File: config.mk
export PLATFORM = sky130hd
export DESIGN_NAME = sc_run_monitor
export DESIGN_NICKNAME = d
export VERILOG_FILES = /design/src/rtl/sc_mon_pkg.sv /design/src/rtl/sc_trace_ring.sv /design/src/rtl/sc_run_monitor.sv
export SDC_FILE = /design/constraint.sdc
export NUM_CORES = 1
export LEC_CHECK = 0
export BUFFER_PORTS_ARGS = -buffer_cell sky130_fd_sc_hd__buf_2
export CAP_MARGIN = 15
export CORE_ASPECT_RATIO = 1.4
export CORE_MARGIN = 2
export CORE_UTILIZATION = 35
export CTS_CLUSTER_DIAMETER = 120
export CTS_CLUSTER_SIZE = 40
export DETAILED_ROUTE_END_ITERATION = 12
export REMOVE_ABC_BUFFERS = 1
export SLEW_MARGIN = 0
export SYNTH_ARGS = -nofsm -noshare
export SYNTH_HDL_FRONTEND = slang
export SYNTH_SLANG_ARGS = --single-unit
File: constraint.sdc
create_clock -name clk -period 3.7 [get_ports clk]
set_input_delay 0.185 -clock clk [delete_from_list [all_inputs] [get_ports clk]]
set_output_delay 0.185 -clock clk [all_outputs]
set_load 0.005 [all_outputs]
File: src/rtl/sc_mon_pkg.sv
// Shared encodings for the sc_computer run monitor: FSM states, halt causes
// and the two SYSTEM instructions that end a run.
package sc_mon_pkg;

  typedef enum logic [1:0] {
    ST_IDLE    = 2'd0,
    ST_RUN     = 2'd1,
    ST_HALT    = 2'd2,
    ST_TIMEOUT = 2'd3
  } mon_state_t;

  typedef enum logic [1:0] {
    HC_NONE   = 2'd0,
    HC_LOOP   = 2'd1,
    HC_ECALL  = 2'd2,
    HC_EBREAK = 2'd3
  } halt_cause_t;

  localparam logic [31:0] INSTR_ECALL  = 32'h0000_0073;
  localparam logic [31:0] INSTR_EBREAK = 32'h0010_0073;

endpackage

File: src/rtl/sc_trace_ring.sv
// Push-only circular PC trace with a saturating fill count and a
// combinational read addressed relative to the newest entry (0 = newest).
module sc_trace_ring
  import sc_mon_pkg::*;
#(
  parameter int XLEN  = 32,
  parameter int DEPTH = 16,
  localparam int AW   = $clog2(DEPTH)
) (
  input  logic            clk,
  input  logic            rst,
  input  logic            clear,
  input  logic            push,
  input  logic [XLEN-1:0] din,
  input  logic [AW-1:0]   rd_idx,
  output logic [XLEN-1:0] dout,
  output logic [AW:0]     cnt
);

  localparam logic [AW:0] FULL = (AW + 1)'(DEPTH);

  logic [XLEN-1:0] ring [DEPTH];
  logic [AW-1:0]   wr_ptr;
  logic [AW-1:0]   rd_addr;

  // NOTE: the storage array carries no reset; cnt alone says which entries are valid.
  always_ff @(posedge clk) begin
    if (push) ring[wr_ptr] <= din;
  end

  always_ff @(posedge clk or posedge rst) begin
    if (rst) begin
      wr_ptr <= '0;
      cnt    <= '0;
    end else if (clear) begin
      wr_ptr <= '0;
      cnt    <= '0;
    end else if (push) begin
      wr_ptr <= wr_ptr + AW'(1);
      if (cnt != FULL) cnt <= cnt + (AW + 1)'(1);
    end
  end

  // Power-of-two depth lets the AW-bit subtraction wrap modulo DEPTH.
  assign rd_addr = wr_ptr - AW'(1) - rd_idx;
  assign dout    = ring[rd_addr];

endmodule

File: src/rtl/sc_run_monitor.sv
// Run-control and observation block for sc_computer: counts RUN cycles,
// detects halt (self-loop, ECALL, EBREAK) or timeout, traces PCs and signs the run.
module sc_run_monitor
  import sc_mon_pkg::*;
#(
  parameter int XLEN           = 32,
  parameter int TRACE_DEPTH    = 16,
  parameter int TIMEOUT_CYCLES = 70,
  parameter int HALT_REPEAT    = 4
) (
  input  logic                         clk,
  input  logic                         clr,
  input  logic                         en,
  input  logic                         restart,
  input  logic [XLEN-1:0]              pc,
  input  logic [XLEN-1:0]              instr,
  input  logic [XLEN-1:0]              alu,
  input  logic [XLEN-1:0]              mem,
  input  logic [$clog2(TRACE_DEPTH)-1:0] rd_idx,
  output logic [XLEN-1:0]              trace_pc,
  output logic [$clog2(TRACE_DEPTH):0] trace_cnt,
  output logic [31:0]                  cycle_cnt,
  output logic [XLEN-1:0]              signature,
  output logic [1:0]                   state,
  output logic                         done,
  output logic [1:0]                   halt_cause
);

  localparam int          SW         = $clog2(HALT_REPEAT) + 1;
  localparam logic [SW-1:0] SAME_HALT  = SW'(HALT_REPEAT - 2);
  localparam logic [31:0] LAST_CYCLE = 32'(TIMEOUT_CYCLES - 1);

  mon_state_t  cur_state, nxt_state;
  halt_cause_t cause_q, hit_cause;
  logic [XLEN-1:0] last_pc;
  logic [SW-1:0]   same_cnt;
  logic            have_last;
  logic            pc_match, timeout_hit, run_step;

  // have_last keeps the first RUN sample from matching the cleared last_pc.
  always_comb begin
    // NOTE: every combinational output gets a default first so no latch is inferred.
    pc_match  = have_last && (pc == last_pc);
    hit_cause = HC_NONE;
    if (instr == XLEN'(INSTR_ECALL))
      hit_cause = HC_ECALL;
    else if (instr == XLEN'(INSTR_EBREAK))
      hit_cause = HC_EBREAK;
    else if (pc_match && (same_cnt == SAME_HALT))
      hit_cause = HC_LOOP;
    timeout_hit = (hit_cause == HC_NONE) && (cycle_cnt == LAST_CYCLE);
  end

  always_ff @(posedge clk or posedge clr) begin
    if (clr) cur_state <= ST_IDLE;
    else     cur_state <= nxt_state;
  end

  always_comb begin
    nxt_state = cur_state;
    if (restart) begin
      nxt_state = ST_IDLE;
    end else begin
      case (cur_state)
        ST_IDLE: if (en) nxt_state = ST_RUN;
        ST_RUN: begin
          if (hit_cause != HC_NONE) nxt_state = ST_HALT;
          else if (timeout_hit)     nxt_state = ST_TIMEOUT;
        end
        default: nxt_state = cur_state;
      endcase
    end
  end

  always_comb begin
    done     = (cur_state == ST_HALT) || (cur_state == ST_TIMEOUT);
    run_step = (cur_state == ST_RUN) && !restart;
  end

  assign state      = cur_state;
  assign halt_cause = cause_q;

  // The terminating sample is still counted and signed, then everything freezes.
  always_ff @(posedge clk or posedge clr) begin
    if (clr) begin
      cycle_cnt <= '0;
      signature <= '0;
      last_pc   <= '0;
      same_cnt  <= '0;
      have_last <= 1'b0;
      cause_q   <= HC_NONE;
    end else if (restart) begin
      cycle_cnt <= '0;
      signature <= '0;
      last_pc   <= '0;
      same_cnt  <= '0;
      have_last <= 1'b0;
      cause_q   <= HC_NONE;
    end else if (run_step) begin
      cycle_cnt <= cycle_cnt + 32'd1;
      signature <= {signature[XLEN-2:0], signature[XLEN-1]} ^ pc ^ alu ^ mem;
      same_cnt  <= pc_match ? same_cnt + SW'(1) : '0;
      last_pc   <= pc;
      have_last <= 1'b1;
      cause_q   <= hit_cause;
    end
  end

  sc_trace_ring #(
    .XLEN  (XLEN),
    .DEPTH (TRACE_DEPTH)
  ) u_trace (
    .clk    (clk),
    .rst    (clr),
    .clear  (restart),
    .push   (run_step),
    .din    (pc),
    .rd_idx (rd_idx),
    .dout   (trace_pc),
    .cnt    (trace_cnt)
  );

endmodule

# Word level (Yosys, flattened, before mapping)
# Memory sizes are Yosys's and may differ from the RTL's.
# Index checks and enable logic that the tools add are counted.
[word_totals] regBits=113 latchBits=0 ramBits=512 rom_bits=0 out_inout_bits=106 word_cells=72 mem_count=1
[mem_list] name="u_trace.ring" depth=16 width=32 rd=1 rd_clocked_by_memory_dff=0 write_ports=1 line_no="sc_trace_ring.sv:22" text="logic [XLEN-1:0] ring [DEPTH];"
[op_classes] add_sub_neg=6 mul=0 div=0 order_cmp=0 n_eq_ne=11 shift=0 mux=28 n_bitwise=3 n_reduce_logical=14
[op_table] cell="two-way mux 32 bit" n=6
[op_table] cell="XOR 32 bit" n=3
[op_table] cell="equality test 32 x 7 -> 1 bit (second input constant)" n=2
[op_table] cell="adder 32 x 1 -> 32 bit (second input constant)" n=1
[op_table] cell="equality test 32 x 21 -> 1 bit (second input constant)" n=1
[op_table] cell="equality test 32 bit" n=1
[op_table] cell="two-way mux 2 bit" n=8
[op_table] cell="two-way mux 5 bit" n=3
[op_table] cell="two-way mux 3 bit" n=3
[op_table] cell="two-way mux 4 bit" n=2
[op_table] cell="nonzero test 2 bit" n=3
[op_table] cell="adder 5 x 1 -> 5 bit (second input constant)" n=1
[op_table] cell="two-way mux 1 bit" n=5
[op_table] cell="inequality test 5 bit (second input constant)" n=1
[op_table] cell="adder 4 x 1 -> 4 bit (second input constant)" n=1
[op_table] cell="equality test 2 bit (second input constant)" n=2
[op_table] cell="logical AND 1 bit" n=4
[op_table] cell="logical NOT 2 bit" n=2
[op_table] cell="inequality test 4 bit (second input constant)" n=1
[op_table] cell="one-hot mux 2 bit (2 select lines)" n=1
[op_table] cell="subtractor 4 x 1 -> 4 bit (second input constant)" n=1
[op_table] cell="subtractor 4 bit" n=1
[op_table] cell="adder 3 x 1 -> 3 bit (second input constant)" n=1
[op_table] cell="equality test 3 x 2 -> 1 bit (second input constant)" n=1
[op_table] cell="other kinds (7)" n=7

# Depth between registers and ports, before layout
# Gate-level depths: netlist (run 1).
[depth] word_depth=12 ltp_mapped=9 depth_no_buf=7

# Hierarchy
# Synthesis (run 1) repeated with hierarchy kept, for this count alone.
[hier_totals] hier_cells=1602 hier_area_um2=26590.5
[modules_own_cells] mod="sc_trace_ring" n_inst=1 cells_each=977 area_per_inst_um2=20743.6
[modules_own_cells] mod="sc_run_monitor" n_inst=1 cells_each=625 area_per_inst_um2=5846.9

# Worst setup path after synthesis (run 1)
# Ideal clock, no wire load.
[synth_timing] kind="register to register" start="reg cur_state[1], in the netlist state[1]" end="mem u_trace.ring[10][0] (enable)" setup_time_ns=0.461 arrival_time_ns=3.318 required_time_ns=3.239 path_slack_ns=-0.079 path_stages_with_launch=5 path_cell_list="dfrtp_1 -> nand2b_1 -> clkbuf_1 -> clkbuf_1 -> nor3_1"
[synth_between] elab_chain_len=4
[synth_lines] item="start, declared" line_no="sc_run_monitor.sv:33" text="mon_state_t cur_state, nxt_state;"
[synth_lines] item="start signal, assigned" line_no="sc_run_monitor.sv:56" text="else cur_state <= nxt_state;"
[synth_lines] item="equality test 2 x 1 -> 1 bit" line_no="sc_run_monitor.sv:77" text="run_step = (cur_state == ST_RUN) && !restart;"
[synth_lines] item="logical AND 1 bit" line_no="sc_run_monitor.sv:77"
[synth_lines] item="two-way mux 1 bit" line_no="sc_trace_ring.sv:28" text="if (push) ring[wr_ptr] <= din;"
[synth_lines] item="two-way mux 1 bit (implied by the code)" line_no="sc_trace_ring.sv:28"
[synth_lines] item="end, declared" line_no="sc_trace_ring.sv:22"
# No other way between the ends.

# Worst setup path after layout (run 1)
[layout_timing] start="reg u_trace.wr_ptr[0]" end="out trace_pc[25]"
[layout_between] elab_chain_len=3
[layout_lines] item="start, declared" line_no="sc_trace_ring.sv:23" text="logic [AW-1:0] wr_ptr;"
[layout_lines] item="start signal, assigned" line_no="sc_trace_ring.sv:39" text="wr_ptr <= wr_ptr + AW'(1);"
[layout_lines] item="subtractor 4 x 1 -> 4 bit" line_no="sc_trace_ring.sv:45" text="assign rd_addr = wr_ptr - AW'(1) - rd_idx;"
[layout_lines] item="subtractor 4 bit" line_no="sc_trace_ring.sv:45"
[layout_lines] item="memory read (16 x 32 bit)"
[layout_lines] item="end, declared" line_no="sc_run_monitor.sv:20" text="output logic [XLEN-1:0] trace_pc,"
# No other way between the ends.

==> reports/metrics.cfg, run 1 <==
[timing]
min_period_over_period=0.974
fin_crit_ps=3600
final_hold_fails=0
slew_limit_headroom=0.212
timing.fmax_mhz=278
tightest_slew_ps=1170
final.setup.tns_ps=0
finalSetupViolations=0
total_count_of_max_transition_violations_in_the_final_report=0
timing.clock.skew_ps=24.2

[grt]
via_count_of_the_first_global_routing_pass=15500
grt.total_usage=0.178
grt_start_max_net_pins=102
antenna_found_initial=2
grt_first_pass_wirelength_um=101000
grt_overflow=0

[drt]
drt_wl_total_um=69900
ant_nets=0
drc=0
detail_routed_via_count_per_cell=5.27
drt_pass_1_iters=4
initial_drc_count=1010
vias=15000
wl_per_cell_um=24.6

[floorplan]
fp.dieArea_um2=76300
num_rows=118
overall_die_width_um=234
top_level_ports=242
die-height_um=326
floorplan.initialDensity=0.352
design.core.area_um2=73700

[place]
placed_cell_area_um2=28800
dp.final_hpwl_um=44600
gp_congestion=0.810
port_buffers=241

[synth]
synth_sequential_area_ratio=0.702
count_of_flip_flops_with_a_built_in_enable_after_synthesis=512
avgSynthCellArea_um2=16.6
synth.distinct_cells=43
yosys_most_used_dff=sky130_fd_sc_hd__edfxtp_1
yosys.area.top_type_share=0.593
netlist.top_cell.by_area=sky130_fd_sc_hd__edfxtp_1
yosys_register_bits=625
synthesis.yosys.warnings=0
ys_async_sr_fraction=0.181
mappedNetlistArea_um2=25900
dominant_cells_by_area_after_synthesis=sky130_fd_sc_hd__edfxtp_1 (59%), sky130_fd_sc_hd__mux4_2 (11%), sky130_fd_sc_hd__dfrtp_1 (11%)
syn_inst_count=1565

[finish]
final_net_count=2017
postLayoutCellArea_um2=30100
fin_util=0.409
fill_cells=6665
antenna_cells_inserted=0
area_growth_pct=16.2
drive_above_1_share=0.268

[clocking]
htree_num_levels=1
cts_num_sinks=625
numCtsBuffers=20
clock-root-buffer=sky130_fd_sc_hd__clkbuf_16
clock_insertion_delay_worst_skew_ps=590
max-clock-path-buffers=3
clk_pin_slew_ps=140
tritoncts=done

[power_and_ir_drop]
power.density_nw_per_um2=439
swShare=0.255
power.net_switching_mw=3.37
power.combinational.fraction=0.167
vdd_drop_max_mv=0.291
report.power.total_mw=13.2
power_frac_seq=0.589
internal_power_mw=9.84
pwr-share-clk=0.244
p_leak_nw=10.5

[setup_path]
crit_path_cell_trace=ha_4 > fa_4 > buf_12 > buf_4 > clkbuf_16 > mux4_2 > a211oi_1 > a31oi_1 > buf_2
required_ps=3510
worst_path_max_delay_cell=sky130_fd_sc_hd__fa_4
crit_start=u_trace.wr_ptr[0]
path_buf_inv=4
critical_path.startpoint_type=flop
critical_path_fanout_max=20
r2r-start=state[0]
path_depth=9
setup.reg_to_reg.worst_slack_ps=1070
regToRegEndpoint=u_trace.wr_ptr[3]
crit_end=trace_pc[25]
critPathKind=reg -> out
worst-r2r-cell-count=6
cp_top_family=adder cells
crit_path_max_incr_delay_ps=840
arrival_time_at_the_worst_endpoint_ps=3420
crit_path_end_kind=output port

[status]
run_status=finished clean

[min_path]
holdCritPathClass=in -> reg
hold-path-cell-count=3

[flow_run]
cap_viol_max_count=0

logic make-up (layout without fill, tap and decap cells):
logic type / Yosys count / in the layout / synth area share
simple gates: 377 / 377 / 0.0702
mux: 129 / 129 / 0.112
buf+inv: 96 / 412 / 0.0146
xor+xnor: 159 / 159 / 0.0537
fa+ha+maj: 14 / 14 / 0.00705
flops: 625 / 625 / 0.702
compound gates: 165 / 165 / 0.0403
power by group through the flow:
stage,registers [mW],clock network [mW],logic (mW)
2_1_floorplan,7.91,0,1.34
3_3_place_gp,7.93,0,2.04
3_5_place_dp,7.94,0,2.07
4_1_cts,7.78,3.30,2.12
5_1_grt,7.79,3.51,2.38
6_report,7.78,3.22,2.21
per-stage QoR:
step | worst slack [ps] | hold WS [ps] | instances
6_report | 96.4 | 2.83 | 2841
5_1_grt | -8.89 | 8.40 | 2841
3_5_place_dp | 681 | 481 | 2746
3_3_place_gp | 523 | 466 | 2745
2_1_floorplan | -3150 | 248 | 1483
4_1_cts | 8.25 | 1.36 | 2827
worst register-to-register path, stage by stage, from the launching register on:
cell,delay [ps]
sky130_fd_sc_hd__dfrtp_1,610
sky130_fd_sc_hd__nor2b_4,240
sky130_fd_sc_hd__buf_4,580
sky130_fd_sc_hd__buf_4,650
sky130_fd_sc_hd__nand4_1,230
sky130_fd_sc_hd__xor2_1,170
sky130_fd_sc_hd__nor2_1,50
synthesized netlist by cell type (7+ instances only):
library cell	n
sky130_fd_sc_hd__clkbuf_1	50
sky130_fd_sc_hd__a211oi_1	68
sky130_fd_sc_hd__xnor2_1	81
sky130_fd_sc_hd__nor2_1	79
sky130_fd_sc_hd__buf_1	17
sky130_fd_sc_hd__buf_2	15
sky130_fd_sc_hd__xor2_1	78
sky130_fd_sc_hd__nand4_1	25
sky130_fd_sc_hd__nor3_1	13
sky130_fd_sc_hd__a21oi_1	50
sky130_fd_sc_hd__mux4_2	128
sky130_fd_sc_hd__a31oi_1	32
sky130_fd_sc_hd__nand2_1	154
sky130_fd_sc_hd__and2_1	40
sky130_fd_sc_hd__ha_1	13
sky130_fd_sc_hd__edfxtp_1	512
sky130_fd_sc_hd__o21ai_1	8
sky130_fd_sc_hd__nor4_1	18
sky130_fd_sc_hd__dfrtp_1	113
sky130_fd_sc_hd__nand3_1	7
sky130_fd_sc_hd__or3_1	10
sky130_fd_sc_hd__inv_1	14
how the worst min path moves through the flow:
| stage | start | to | slack, ps |
|---|---|---|---|
| detailed placement | clr | u_trace.cnt[3] | 480 |
| global route | pc[20] | u_trace.ring[8][20] | 8 |
| finish | pc[9] | last_pc[9] | 3 |
| floorplan | restart | cycle_cnt[23] | 250 |
| global placement | clr | u_trace.cnt[3] | 470 |
| CTS | pc[20] | last_pc[20] | 1 |
flip-flops by register name, summed over array words and instances (netlist names):
name	count
cycle_cnt	32
halt_cause	2
have_last	1
last_pc	32
same_cnt	3
signature	32
state	2
u_trace.cnt	5
u_trace.ring	512
u_trace.wr_ptr	4
area by class of cell:
class	count	area [µm²]	share of cell area
Clock buffer	31	563	0.0187
Tap cell	960	1200	0.0399
Multi-Input combinational cell	844	7450	0.247
Clock inverter	5	67.6	0.00224
Timing Repair Buffer	362	2580	0.0855
Inverter	14	57.6	0.00191
Sequential cell	625	18200	0.604
routing by layer:
layer | track usage | vias up | share of wire
met4 | 0.0466 | 2 | 0.027
met3 | 0.0165 | 72 | 0.044
li1 | - | 6591 | -
met1 | 0.234 | 7862 | 0.41
met2 | 0.315 | 447 | 0.52
met5 | 0 | - | 0.00017
timing repair:
| item | CTS | global route |
|---|---|---|
| gates resized for setup | 0 | 7 |
| hold endpoints to repair | 224 | 0 |
| endpoints found under the setup margin | 0 | 27 |
| hold buffers | 45 | 0 |
| setup buffers | 0 | 8 |
cells in the final DEF (no fill, tap or decap), types with 5 or more instances in the layout:
master / n
sky130_fd_sc_hd__buf_12: 15
sky130_fd_sc_hd__and2_0: 5
sky130_fd_sc_hd__dfrtp_1: 112
sky130_fd_sc_hd__ha_1: 12
sky130_fd_sc_hd__buf_2: 240
sky130_fd_sc_hd__or3_1: 10
sky130_fd_sc_hd__nand3_1: 7
sky130_fd_sc_hd__a21oi_1: 50
sky130_fd_sc_hd__nand4_1: 25
sky130_fd_sc_hd__and2_2: 12
sky130_fd_sc_hd__dlygate4sd3_1: 45
sky130_fd_sc_hd__o21ai_1: 8
sky130_fd_sc_hd__nand2_1: 154
sky130_fd_sc_hd__mux4_2: 128
sky130_fd_sc_hd__and2_1: 28
sky130_fd_sc_hd__xor2_1: 77
sky130_fd_sc_hd__a31oi_1: 32
sky130_fd_sc_hd__a211oi_1: 65
sky130_fd_sc_hd__buf_4: 52
sky130_fd_sc_hd__clkbuf_16: 26
sky130_fd_sc_hd__edfxtp_1: 512
sky130_fd_sc_hd__nor4_1: 18
sky130_fd_sc_hd__inv_1: 13
sky130_fd_sc_hd__nor3_1: 11
sky130_fd_sc_hd__nor2_1: 77
sky130_fd_sc_hd__xnor2_1: 79
sky130_fd_sc_hd__clkbuf_1: 10
No activity file was read; power rests on OpenSTA's default activity.
==> inputs of run 2 (changes only) <==
- ABC_AREA: default -> 1
- SETUP_SLACK_MARGIN: default -> 0.02
==> run 2 against run 1 <==
- maximum frequency grew 0.40%
- critical path type unchanged
- clock-buffer cell count unchanged
- non-clock buffer count fell by 14
- total power increased by 6.6%
- critical path depth fell by 1
- design area rose by 3.3%
- largest cell class unchanged
- register-to-register slack got worse by 200 ps
- hold slack better by 6.9 ps
- setup slack better by 14 ps
- sequential share of layout area fell by 1.9 points
- clock skew increased by 18 ps
- synthesized cell count up 44%
==> reports/metrics.cfg, run 2 <==
[status]
run_status=finished clean  ; unchanged

[grt]
grt_first_pass_wirelength_um=111000  ; was 101000 µm
via_count_of_the_first_global_routing_pass=18100  ; was 15500
grt.total_usage=0.185  ; was 0.178
grt_start_max_net_pins=129  ; was 102
antenna_found_initial=7  ; was 2
grt_overflow=0  ; unchanged

[drt]
initial_drc_count=1436  ; was 1010
drc=0  ; unchanged
drt_wl_total_um=76300  ; was 69900 µm
drt_pass_1_iters=5  ; was 4
wl_per_cell_um=21.4  ; was 24.6 µm
vias=18300  ; was 15000
detail_routed_via_count_per_cell=5.12  ; was 5.27
ant_nets=0  ; unchanged

[place]
dp.final_hpwl_um=45400  ; was 44600 µm
dp_cells=3474  ; was 2746
port_buffers=241  ; unchanged
gp_congestion=0.848  ; was 0.810

[synth]
yosys_most_used_dff=sky130_fd_sc_hd__edfxtp_1  ; unchanged
yosys_register_bits=625  ; unchanged
synthesis.yosys.warnings=0  ; unchanged
synth_sequential_area_ratio=0.667  ; was 0.702
count_of_flip_flops_with_a_built_in_enable_after_synthesis=512  ; unchanged
ys_async_sr_fraction=0.181  ; unchanged
dominant_cells_by_area_after_synthesis=sky130_fd_sc_hd__edfxtp_1 (56%), sky130_fd_sc_hd__dfrtp_1 (10%), sky130_fd_sc_hd__mux2i_1 (4.7%)  ; was sky130_fd_sc_hd__edfxtp_1 (59%), sky130_fd_sc_hd__mux4_2 (11%), sky130_fd_sc_hd__dfrtp_1 (11%)
synth.distinct_cells=46  ; was 43
netlist.top_cell.by_area=sky130_fd_sc_hd__edfxtp_1  ; unchanged
syn_inst_count=2252  ; was 1565
synth.top_cells.by_count=sky130_fd_sc_hd__edfxtp_1 (512), sky130_fd_sc_hd__nand2_1 (260), sky130_fd_sc_hd__o21ai_0 (244)  ; was sky130_fd_sc_hd__edfxtp_1 (512), sky130_fd_sc_hd__nand2_1 (154), sky130_fd_sc_hd__mux4_2 (128)
synth_most_common_cell=sky130_fd_sc_hd__edfxtp_1  ; unchanged
yosys.area.top_type_share=0.563  ; was 0.593
avgSynthCellArea_um2=12.1  ; was 16.6 µm²
mappedNetlistArea_um2=27300  ; was 25900 µm²

[finish]
fin_util=0.402  ; was 0.409
registers.top_by_ff_count=u_trace.ring  ; unchanged
area_growth_pct=14.0  ; was 16.2%
final_net_count=2658  ; was 2017
largest_reg_flops=512  ; unchanged
multi_input_area_um2=7690  ; was 7450 µm²
mostFrequentLayoutCells=sky130_fd_sc_hd__edfxtp_1 (512), sky130_fd_sc_hd__nand2_1 (260), sky130_fd_sc_hd__o21ai_0 (244)  ; was sky130_fd_sc_hd__edfxtp_1 (512), sky130_fd_sc_hd__buf_2 (240), sky130_fd_sc_hd__nand2_1 (154)
instances_no_fill=3569  ; was 2841
fill_cells=7384  ; was 6665
area.sequential_um2=18200  ; about the same
drive_above_1_share=0.149  ; was 0.268
final_common_cell=sky130_fd_sc_hd__edfxtp_1  ; unchanged

[setup_path]
critical_path_fanout_max=56  ; was 20
crit_start=u_trace.wr_ptr[0]  ; unchanged
r2r-start=state[1]  ; was state[0]
arrival_time_at_the_worst_endpoint_ps=3400  ; was 3420 ps
crit_path_cell_trace=ha_4 > fa_4 > clkinv_2 > buf_6 > o211ai_1 > a21oi_1 > a31oi_2 > buf_2  ; was ha_4 > fa_4 > buf_12 > buf_4 > clkbuf_16 > mux4_2 > a211oi_1 > a31oi_1 > buf_2
worst-r2r-cell-count=6  ; unchanged
critPathKind=reg -> out  ; unchanged
crit_path_end_kind=output port  ; unchanged
worst_path_max_delay_cell=sky130_fd_sc_hd__fa_4  ; unchanged
crit_path_max_incr_delay_ps=840  ; about the same
critical_path.startpoint_type=flop  ; unchanged
required_ps=3510  ; about the same

[clocking]
cts_num_sinks=625  ; unchanged
max-clock-path-buffers=3  ; unchanged
clock_insertion_delay_worst_skew_ps=610  ; was 590 ps
clk_pin_slew_ps=150  ; was 140 ps
cts_setup_buffers=0  ; unchanged
numCtsBuffers=20  ; unchanged
clock-root-buffer=sky130_fd_sc_hd__clkbuf_16  ; unchanged
htree_num_levels=1  ; unchanged
tritoncts=done  ; unchanged

[timing]
timing.fmax_mhz=279  ; was 278 MHz
finalSetupViolations=0  ; unchanged
slew_limit_headroom=0.366  ; was 0.212
timing.clock.skew_ps=42.4  ; was 24.2 ps
finalHoldWorstSlack_ps=9.75  ; was 2.83 ps
tightest_slew_ps=951  ; was 1170 ps
setup_repair_after_global_routing_missed_its_margin=yes
fin_crit_ps=3590  ; was 3600 ps
min_period_over_period=0.970  ; was 0.974
total_count_of_max_transition_violations_in_the_final_report=0  ; unchanged
final_hold_fails=0  ; unchanged

[floorplan]
die-height_um=334  ; was 326 µm
design.core.area_um2=77500  ; was 73700 µm²
num_rows=121  ; was 118
floorplan.initialDensity=0.352  ; about the same
overall_die_width_um=240  ; was 234 µm
top_level_ports=242  ; unchanged
fp.dieArea_um2=80300  ; was 76300 µm²

[min_path]
hold-path-cell-count=1  ; was 3
holdCritPathClass=in -> reg  ; unchanged
hold_path.startpoint=pc[22]  ; was pc[9]

[power_and_ir_drop]
p_leak_nw=11.7  ; was 10.5 nW
power.density_nw_per_um2=453  ; was 439 nW/µm²
report.power.total_mw=14.1  ; was 13.2 mW
vdd_drop_max_mv=0.324  ; was 0.291 mV

[flow_run]
cap_viol_max_count=0  ; unchanged

[run 2: cell types whose count changed after synthesis, moves of 18 or more]
| cell | previous run | this run |
|---|---|---|
| sky130_fd_sc_hd__a211oi_1 | 68 | 2 |
| sky130_fd_sc_hd__a21oi_1 | 50 | 184 |
| sky130_fd_sc_hd__and2_1 | 40 | 0 |
| sky130_fd_sc_hd__inv_1 | 14 | 232 |
| sky130_fd_sc_hd__mux2i_1 | 0 | 128 |
| sky130_fd_sc_hd__mux4_2 | 128 | 0 |
| sky130_fd_sc_hd__nand2_1 | 154 | 260 |
| sky130_fd_sc_hd__nand3_1 | 7 | 25 |
| sky130_fd_sc_hd__o211ai_1 | 0 | 66 |
| sky130_fd_sc_hd__o21ai_0 | 4 | 244 |
| sky130_fd_sc_hd__o22ai_1 | 0 | 27 |
| sky130_fd_sc_hd__xnor2_1 | 81 | 103 |
| sky130_fd_sc_hd__xor2_1 | 78 | 3 |
[run 2: power breakdown]
part	total [mW]	internal (mW)	leakage, nW	switching (mW)
clock	3.28	1.18	0.311	2.10
sequential	7.86	7.75	6.15	0.114
combinational	2.94	1.12	5.22	1.82
[run 2: through the flow]
step,TNS (ps),setup slack [ps],area (µm²)
floorplan,-388500,-5370,26600
global placement,0,651,29800
CTS,0,1.97,31000
finish,0,111,31100
detailed placement,0,664,29800
global route,0,10.6,31100
[run 2: per-layer routing]
metal	GRT usage	share of wire
met4	0.0534	0.027
met2	0.330	0.50
met3	0.0281	0.057
met5	0	0.0013
met1	0.229	0.41
[run 2: cell families (layout without fill, tap and decap cells)]
logic type | count (synthesis) | after routing | synth area share
AO/OA/AOI/OAI | 579 | 579 | 0.117
XOR/XNOR | 108 | 108 | 0.0352
adder cells (fa/ha/maj) | 14 | 14 | 0.00669
buffers and inverters | 357 | 627 | 0.0583
flip-flops | 625 | 625 | 0.667
multiplexers | 128 | 128 | 0.0469
other | 0 | 2 | 0
AND/OR/NAND/NOR | 441 | 441 | 0.0695
[run 2: worst paths after layout]
path                                        to  slack, ps
max                                trace_pc[0]        110
max reg2reg                 u_trace.ring[2][9]        870
min in group asynchronous        signature[19]        320
max in group asynchronous        signature[27]       2380
min reg2reg                      halt_cause[0]        510
min                        u_trace.ring[8][22]         10
[run 2: final cells by class]
class                   count  area share
diodes                      2    0.000161
well taps                1045      0.0420
flip-flops and latches    625       0.585
clock inverters             5     0.00285
clock buffers              31      0.0181
inverters                 243      0.0295
repair buffers            348      0.0755
multi-input cells        1270       0.247
[run 2: repair_timing]
item / in CTS / in global routing
hold endpoints to repair: 284 / 1
endpoints found under the setup margin: 4 / 29
gates cloned: 0 / 1
hold buffers: 55 / 1
gates resized for setup: 2 / 10
[run 2: critical path, delay by kind of cell, from the launching register on]
kind | cells | cell delay (ps)
adders and majority gates | 2 | 1040
AOI/OAI and AO/OA | 3 | 700
buffers and inverters | 3 | 520
DFF | 1 | 500
==> inputs of run 3 (changes only) <==
- REMOVE_ABC_BUFFERS: 1 -> default
==> run 3 against run 2 <==
- final cell count increased by 0.14%
- clock power decreased by 8.5%
- maximum frequency increased by 0.91%
- setup slack improved by 32 ps
- critical path depth unchanged
- global-route usage decreased by 0.96 points
- utilization about the same
- largest power group unchanged
==> reports/metrics.cfg, run 3 (synthesized netlist as in run 2, its figures left out) <==
[finish]
final_net_count=2668  ; was 2658
antenna_cells_inserted=0  ; was 2
fin_util=0.402  ; about the same
mostFrequentLayoutCells=sky130_fd_sc_hd__edfxtp_1 (512), sky130_fd_sc_hd__nand2_1 (260), sky130_fd_sc_hd__o21ai_0 (243)  ; was sky130_fd_sc_hd__edfxtp_1 (512), sky130_fd_sc_hd__nand2_1 (260), sky130_fd_sc_hd__o21ai_0 (244)
drive_above_1_share=0.151  ; was 0.149
final_common_cell=sky130_fd_sc_hd__edfxtp_1  ; unchanged
area_growth_pct=14.0  ; about the same
fill_cells=7390  ; was 7384
largest_reg_flops=512  ; unchanged
registers.top_by_ff_count=u_trace.ring  ; unchanged

[timing]
tightest_slew_ps=817  ; was 951 ps
slew_limit_headroom=0.454  ; was 0.366
timing.fmax_mhz=281  ; was 279 MHz
finalHoldWorstSlack_ps=16.2  ; was 9.75 ps
final_hold_fails=0  ; unchanged
setup_repair_after_global_routing_missed_its_margin=no  ; was yes
fin_crit_ps=3560  ; was 3590 ps
finalSetupViolations=0  ; unchanged
final.setup.tns_ps=0  ; unchanged
total_count_of_max_transition_violations_in_the_final_report=0  ; unchanged
min_period_over_period=0.961  ; was 0.970
timing.clock.skew_ps=22.8  ; was 42.4 ps

[clocking]
cts_num_sinks=625  ; unchanged
max-clock-path-buffers=3  ; unchanged
clock_insertion_delay_worst_skew_ps=580  ; was 610 ps
clk_pin_slew_ps=140  ; was 150 ps
htree_num_levels=1  ; unchanged
numCtsBuffers=19  ; was 20
tritoncts=done  ; unchanged
clock-root-buffer=sky130_fd_sc_hd__clkbuf_16  ; unchanged

[power_and_ir_drop]
power.density_nw_per_um2=443  ; was 453 nW/µm²
p_leak_nw=11.7  ; about the same
vdd_drop_max_mv=0.385  ; was 0.324 mV
report.power.total_mw=13.8  ; was 14.1 mW

[floorplan]
num_rows=121  ; unchanged
die-height_um=334  ; unchanged
overall_die_width_um=240  ; unchanged
top_level_ports=242  ; unchanged
floorplan.initialDensity=0.352  ; unchanged
fp.dieArea_um2=80300  ; unchanged
design.core.area_um2=77500  ; unchanged

[grt]
grt_overflow=0  ; unchanged
grt.total_usage=0.175  ; was 0.185
grt_start_max_net_pins=73  ; was 129
via_count_of_the_first_global_routing_pass=18100  ; unchanged
grt_first_pass_wirelength_um=108000  ; was 111000 µm
antenna_found_initial=4  ; was 7

[status]
run_status=finished clean  ; unchanged

[drt]
initial_drc_count=1214  ; was 1436
ant_nets=0  ; unchanged
detail_routed_via_count_per_cell=5.02  ; was 5.12
wl_per_cell_um=20.1  ; was 21.4 µm
drt_wl_total_um=71800  ; was 76300 µm
drc=0  ; unchanged
drt_pass_1_iters=5  ; unchanged
vias=17900  ; was 18300

[flow_run]
cap_viol_max_count=0  ; unchanged

[place]
gp_congestion=0.860  ; was 0.848
dp.final_hpwl_um=44700  ; was 45400 µm
port_buffers=241  ; unchanged

[setup_path]
arrival_time_at_the_worst_endpoint_ps=3370  ; was 3400 ps
worst_path_max_delay_cell=sky130_fd_sc_hd__fa_4  ; unchanged
critPathKind=reg -> out  ; unchanged
critical_path.startpoint_type=flop  ; unchanged
crit_path_max_incr_delay_ps=850  ; was 840 ps
crit_path_end_kind=output port  ; unchanged
required_ps=3510  ; about the same
critical_path_fanout_max=72  ; was 56
crit_path_cell_trace=ha_4 > fa_4 > clkinv_2 > buf_8 > o211ai_1 > a21oi_1 > a31oi_2 > buf_2  ; was ha_4 > fa_4 > clkinv_2 > buf_6 > o211ai_1 > a21oi_1 > a31oi_2 > buf_2

[synth]
synthesis.nets=2402

[min_path]
holdCritPathClass=in -> reg  ; unchanged

run 3: changes by cell type in the layout (fill, tap and decap cells not counted), moves of 2 or more:
cell,change
sky130_fd_sc_hd__diode_2,-2
sky130_fd_sc_hd__buf_12,+4
sky130_fd_sc_hd__clkinv_2,-2
sky130_fd_sc_hd__clkbuf_16,-2
sky130_fd_sc_hd__clkbuf_1,+2
sky130_fd_sc_hd__buf_4,+7
run 3: per-layer routing:
layer | vias up | wire, µm | global-route usage
met2 | 491 | 37700 | 0.326
met5 | - | 13 | 0
met1 | 8880 | 29400 | 0.215
met3 | 86 | 3060 | 0.0153
met4 | 2 | 1610 | 0.0449
li1 | 8481 | - | -
run 3: power by group:
part	total [mW]	internal, mW	switching, mW
logic	2.93	1.17	1.76
clock network	3.00	1.00	2.00
registers	7.85	7.75	0.103
total	13.8	9.93	3.86
run 3: worst paths after layout:
path                                   startpoint                   to  slack, ps  cells past startpoint
worst max-delay path            u_trace.wr_ptr[0]         trace_pc[30]        140                      8
worst min-delay path                      mem[21]        signature[21]         20                      4
worst max register to register           state[1]  u_trace.ring[0][25]       1180                      6
worst min register to register      halt_cause[0]        halt_cause[0]        500                      2
max in group asynchronous                     clr         signature[9]       2580                      4
min in group asynchronous                     clr        signature[22]        240                      3
run 3: repair_timing:
action	in CTS	in global routing
hold buffers	56	0
gates cloned	0	1
hold endpoints to repair	98	0
gates resized for setup	6	13
setup endpoints to repair	22	27
setup buffers	0	0
run 3: worst max-delay path, delay by kind of cell (launching register included):
| family | cells | cell delay, ps |
|---|---|---|
| buffers and inverters | 3 | 520 |
| AOI/OAI and AO/OA | 3 | 680 |
| DFF | 1 | 490 |
| adders and majority gates | 2 | 1030 |
run 3: final cells by class:
cell class	count	area, µm²	share of cell area
Clock buffer	31	520	0.0167
Clock inverter	1	16.3	0.000523
Inverter	243	916	0.0294
Multi-Input combinational cell	1270	7680	0.247
Sequential cell	625	18200	0.585
Tap cell	1045	1310	0.0420
Timing Repair Buffer	359	2480	0.0797
run 3: metrics by stage:
step	area, µm²	setup slack, ps	std cells
after floorplan	27300	-130	2252
after global placement	29900	572	3485
after detailed placement	29900	536	3485
after CTS	31100	-28.1	3573
after global routing	31100	29.9	3574
final	31100	143	3574
